### src/rtl/pe_controller.sv
// Processing-element controller: loads a 2^L_RAM_SIZE-word vector from a synchronous-read
// RAM into a local buffer, then MACs its lower half against its upper half.
module pe_controller #(
    parameter int VECTOR_SIZE = 32,
    parameter int L_RAM_SIZE  = 4
) (
    input  logic                   aclk,
    input  logic                   aresetn,
    input  logic                   start,
    output logic                   done,
    output logic [L_RAM_SIZE-1:0]  rdaddr,
    input  logic [VECTOR_SIZE-1:0] rddata,
    output logic [VECTOR_SIZE-1:0] wrdata
);

    localparam int N  = 1 << L_RAM_SIZE;
    localparam int CW = L_RAM_SIZE + 1;
    localparam logic [L_RAM_SIZE-1:0] LAST_A   = L_RAM_SIZE'(N - 1);
    localparam logic [L_RAM_SIZE-1:0] HALF_A   = L_RAM_SIZE'(N / 2);
    localparam logic [L_RAM_SIZE-1:0] CALC_END = L_RAM_SIZE'(N / 2 - 1);
    localparam logic [CW-1:0]         LOAD_END = CW'(N + 1);

    typedef enum logic [1:0] {
        S_IDLE,
        S_LOAD,
        S_CALC,
        S_DONE
    } state_t;

    state_t                         state_q;
    logic                           done_q;
    logic [L_RAM_SIZE-1:0]          rdaddr_q;
    logic signed [VECTOR_SIZE-1:0]  wrdata_q;
    logic signed [VECTOR_SIZE-1:0]  acc_q;
    logic signed [VECTOR_SIZE-1:0]  acc_d;
    logic [CW-1:0]                  load_cnt_q;
    logic [L_RAM_SIZE-1:0]          calc_cnt_q;
    logic                           vld_p0;
    logic                           vld_p1;
    logic [L_RAM_SIZE-1:0]          addr_p1;
    logic signed [VECTOR_SIZE-1:0]  buf_q [N];

    // Products and sums keep only the low VECTOR_SIZE bits (two's-complement wrap).
    function automatic logic signed [VECTOR_SIZE-1:0] mac_wrap(
        input logic signed [VECTOR_SIZE-1:0] acc,
        input logic signed [VECTOR_SIZE-1:0] a,
        input logic signed [VECTOR_SIZE-1:0] b
    );
        logic signed [VECTOR_SIZE-1:0] prod_lo;
        prod_lo = a * b;
        return acc + prod_lo;
    endfunction

    always_comb begin
        acc_d = mac_wrap(acc_q, buf_q[calc_cnt_q], buf_q[calc_cnt_q + HALF_A]);
    end

    always_ff @(posedge aclk or negedge aresetn) begin
        if (!aresetn) begin
            state_q    <= S_IDLE;
            done_q     <= 1'b0;
            rdaddr_q   <= '0;
            wrdata_q   <= '0;
            acc_q      <= '0;
            load_cnt_q <= '0;
            calc_cnt_q <= '0;
            vld_p0     <= 1'b0;
            vld_p1     <= 1'b0;
        end else begin
            vld_p1 <= vld_p0;
            done_q <= 1'b0;
            case (state_q)
                S_IDLE: begin
                    rdaddr_q <= '0;
                    vld_p0   <= 1'b0;
                    if (start) begin
                        state_q    <= S_LOAD;
                        acc_q      <= '0;
                        load_cnt_q <= '0;
                        vld_p0     <= 1'b1;
                    end
                end
                S_LOAD: begin
                    load_cnt_q <= load_cnt_q + 1'b1;
                    if (rdaddr_q != LAST_A) begin
                        rdaddr_q <= rdaddr_q + 1'b1;
                        vld_p0   <= 1'b1;
                    end else begin
                        vld_p0   <= 1'b0;
                    end
                    // Leave only after the last word has landed in the buffer.
                    if (load_cnt_q == LOAD_END) begin
                        state_q    <= S_CALC;
                        rdaddr_q   <= '0;
                        calc_cnt_q <= '0;
                    end
                end
                S_CALC: begin
                    acc_q      <= acc_d;
                    calc_cnt_q <= calc_cnt_q + 1'b1;
                    if (calc_cnt_q == CALC_END) begin
                        state_q <= S_DONE;
                    end
                end
                S_DONE: begin
                    wrdata_q <= acc_q;
                    done_q   <= 1'b1;
                    state_q  <= S_IDLE;
                end
                default: state_q <= S_IDLE;
            endcase
        end
    end

    // Stage p1: address that was on rdaddr last cycle; its data is on rddata now.
    always_ff @(posedge aclk) begin
        addr_p1 <= rdaddr_q;
        if (vld_p1) begin
            buf_q[addr_p1] <= rddata;
        end
    end

    assign done   = done_q;
    assign rdaddr = rdaddr_q;
    assign wrdata = wrdata_q;

endmodule

### config.mk
export PLATFORM = sky130hd
export DESIGN_NAME = pe_controller
export DESIGN_NICKNAME = d
export VERILOG_FILES = /design/src/rtl/pe_controller.sv
export SDC_FILE = /design/constraint.sdc
export NUM_CORES = 2
export LEC_CHECK = 0
export CORE_MARGIN = 4
export CORE_UTILIZATION = 30
export CTS_BUF_LIST = sky130_fd_sc_hd__clkbuf_4 sky130_fd_sc_hd__clkbuf_8
export CTS_CLUSTER_DIAMETER = 200
export CTS_CLUSTER_SIZE = 20
export DETAILED_ROUTE_END_ITERATION = 7
export GPL_TIMING_DRIVEN = 0
export HOLD_SLACK_MARGIN = 0.02
export PLACE_DENSITY = 0.52
export SETUP_SLACK_MARGIN = 0.1
export SLEW_MARGIN = 25
export SYNTH_ARGS = -nofsm -noshare
export SYNTH_HDL_FRONTEND = slang
export SYNTH_SLANG_ARGS = --single-unit
### constraint.sdc
create_clock -name aclk -period 10.1 [get_ports aclk]
set_input_delay 1.01 -clock aclk [delete_from_list [all_inputs] [get_ports aclk]]
set_output_delay 1.01 -clock aclk [all_outputs]
set_load 0.03 [all_outputs]
==> metrics.md <==
| Metric | Value |
|---|---|
| Status | `finished clean` |
| Tot GR Track Use | `16.6%` |
| Max Cap Viol | `0` |
| Post CTS Setup Buffer Count | `0` |
| RSZ-0062 raised after global routing | `true` |
| Vias per inst | `around 4.7` |
| Fillers | `13128` |
| Drt pass-1 iters | `5` |
| CTS Hold Bufs | `0` |
| CTS resizes | `42` |
| Final antenna-violating net count | `0` |
| Remaining Overflow, GRT | `0` |
| Largest cells by area after synthesis | `edfxtp_1 (38%), fa_1 (22%), mux4_2 (7.4%)` |
| Synth Area per Inst | `between 10 and 15 um^2` |
| Final Wtd Congestion | `between 0.9 and 1` |
| Synth async-reset ratio | `between 10% and 20%` |
| Die area | `~140000 um^2` |
| P&R area growth vs syn | `11.8%` |
| Design area | `between 40000 and 50000 um^2` |
| Remaining DRCs | `0` |
| Final period util | `95.5%` |
| FF+latch area | `about 18000 um^2` |
| Buffers on Ports | `71` |
| Avg WL per Cell | `between 20 and 25 um` |
| CTS sink cnt | `around 600` |
| Clock Latency Late Sink | `roughly 0.69 ns` |
| Fraction of layout cells with a size suffix above 1 | `20.1%` |
| DRT iter0 DRCs | `between 1500 and 2000` |
| Post-Route Skew | `around 0.061 ns` |
| Most used cell along the critical path | `fa_1` |
| Hpwl dp | `89.9 mm` |
| Max-slew violations | `0` |
| Setup TNS | `0 ns` |
| Slowest CP cell | `fa_1` |
| CTS tree | `built` |
| Die Wd | `about 370 um` |
| Multi-input gate area | `roughly 20000 um^2` |
| Fmax | `0.104 GHz` |
| CP Class | `reg -> reg` |
| Ports | `72` |
| Hold Path Class | `in -> async` |
| Final hold vios | `0` |
| Synth area leader | `edfxtp_1` |
| Slew HR | `between 20% and 30%` |
| Root Buffer | `clkbuf_8` |
| Syn_nets | `approximately 3700` |
| Worst setup margin | `about 0.46 ns` |
| Worst-margin pin slew | `1.10 ns` |
| Post-synth EDFFs | `between 500 and 600` |
| Most common flop cell mapped by yosys | `edfxtp_1` |
| Reg-to-Reg End | `acc_q[28]` |
| Netlist cell types | `~60` |
| Period minus WS final | `9.64 ns` |
| Sequential share of the synthesized area | `a little over two fifths` |
| Largest net degree at the start of global routing | `53` |
| CTS Buf Count | `35` |
| Register-to-register setup slack | `between 0.4 and 0.5 ns` |
| Commonest non-fill, non-tap cell in the layout | `inv_1` |
| Post-synthesis cell area | `40400 um^2` |
| Synth Warn # | `0` |
| FF+latch count, synth | `between 500 and 600` |
| Cell count of the worst reg-to-reg path | `30` |
| Clock-pin slew on the worst setup and hold paths | `0.15 ns` |
| Post-Syn Instances | `3022` |
| Most frequent cells in the layout | `inv_1 (533), edfxtp_1 (512), fa_1 (438)` |
| CP Capture Type | `flop` |
| Worst setup SP type | `flop` |
| Critical path arrival | `around 10 ns` |
| Initial Utilization | `between 30% and 40%` |
| Num rows | `134` |
| Fin util | `between 30% and 40%` |
| Vias in the first global route | `24837` |
| Crit Path Max Fanout | `10` |
| # setup viols final | `0` |
| Nets | `about 3800` |
| First-pass GRT wire length | `between 150 and 200 mm` |
| Initial antenna violation count | `5` |
| H-Tree Depth | `2` |
| Placed cell areas | `between 40000 and 50000 um^2` |
| Vias | `23414` |
| Yosys top cell area share | `between 30% and 40%` |
| Die Ht | `375 um` |
| DP Worst Slack | `-1.34 ns` |
| Core box area | `134000 um^2` |
| Req. time, crit path | `between 10 and 15 ns` |
| Clock Path Buffers | `3` |
| CP peak stage delay | `0.52 ns` |
| Routed wire length | `115 mm` |
| RR Startpoint | `calc_cnt_q[2]` |
==> cell families (layout without fill, tap and decap cells) <==
| logic type | count (synthesis) | in the layout | share of synthesized area (%) |
|---|---|---|---|
| buffers and inverters | 665 | 835 | 6.53 |
| adders and majority gates | 597 | 597 | 26.6 |
| and+or+nand+nor | 654 | 654 | 7.47 |
| other | 0 | 5 | 0 |
| DFF | 598 | 598 | 43.4 |
| xor gates and xnor gates | 82 | 82 | 1.87 |
| muxes | 302 | 302 | 12.1 |
| AOI/OAI and AO/OA | 124 | 124 | 2.00 |
==> metal layers <==
| layer | vias up | share of wire (%) | track usage (%) |
|---|---|---|---|
| li1 | 10235 | - | - |
| met1 | 12481 | 43 | 22.4 |
| met2 | 585 | 48 | 27.8 |
| met3 | 105 | 5.3 | 2.65 |
| met4 | 8 | 3.0 | 4.51 |
| met5 | - | 0.053 | 0 |
==> critical path, delay by kind of cell (launching register included) <==
kind | cells | cell delay (ns)
AO/OA/AOI/OAI | 6 | 1.35
adder cells (fa/ha/maj) | 9 | 4.11
buffers and inverters | 9 | 1.88
flip-flops | 1 | 0.50
multiplexers | 2 | 0.82
AND/OR/NAND/NOR | 4 | 0.81
==> cell type report <==
cell class                      count  share of cell area (%)
Multi-Input combinational cell   1759                    45.4
Sequential cell                   598                    38.8
Tap cell                         1768                    4.90
Inverter                          534                    4.44
Timing Repair Buffer              122                    3.50
Buffer                            129                    1.65
Clock buffer                       46                    1.25
Clock inverter                      4                  0.0721
Antenna cell                        5                  0.0277
==> how the worst max path moves through the flow <==
| stage | slack (ns) | start | endpoint | cells past startpoint |
|---|---|---|---|---|
| 2_1_floorplan | 1.50 | calc_cnt_q[0] | acc_q[28] | 33 |
| 4_1_cts | 0.11 | calc_cnt_q[1] | acc_q[28] | 31 |
| 6_report | 0.46 | calc_cnt_q[2] | acc_q[28] | 30 |
| 3_5_place_dp | -1.34 | calc_cnt_q[1] | acc_q[28] | 32 |
| 3_3_place_gp | -1.30 | calc_cnt_q[2] | acc_q[28] | 31 |
| 5_1_grt | 0.08 | calc_cnt_q[0] | acc_q[28] | 35 |
==> Yosys cell counts, types with 2 or more instances <==
library cell  count
fa_1            438
o21ai_0          42
nand2_1          64
nand3b_1          3
nor2b_1           3
o21bai_1          3
xor2_1           15
nand4_1           3
a21o_1           17
o31ai_1           6
inv_1           533
nor3_1           10
mux2i_4           5
and3_1            5
a21oi_1          17
xnor2_1          63
mux2i_2          10
dfrtp_1          82
nand3_1           7
mux4_2          132
or3_1             3
nor2_1          361
or2_2           169
buf_1             8
mux2_2           94
a21boi_0          2
o21a_1           10
a22o_1           10
clkbuf_1         85
and2_1            7
dfxtp_1           4
ha_1            159
buf_6            13
mux2i_1          60
a32o_1            4
buf_2            23
nand2b_1         14
edfxtp_1        512
a31oi_1           2
xnor2_2           3
a211oi_1          3
==> stage by stage <==
step | hold slack [ns] | std cells
final | 0.186 | 4965
after global routing | 0.149 | 4961
after detailed placement | 0.375 | 4912
after CTS | 0.133 | 4960
after floorplan | 0.353 | 3022
after global placement | 0.371 | 4861
==> state kept, by name, summed over array words and instances (netlist names) <==
| name | flops |
|---|---|
| calc_cnt_q | 4 |
| rdaddr | 4 |
| vld_p1 | 1 |
| done | 1 |
| addr_p1 | 4 |
| wrdata | 32 |
| load_cnt_q | 5 |
| buf_q | 512 |
| acc_q | 32 |
| vld_p0 | 1 |
| state_q | 2 |
Power is not shown: default switching activity piles up to over one toggle a cycle in this logic, so the estimate is an artifact.
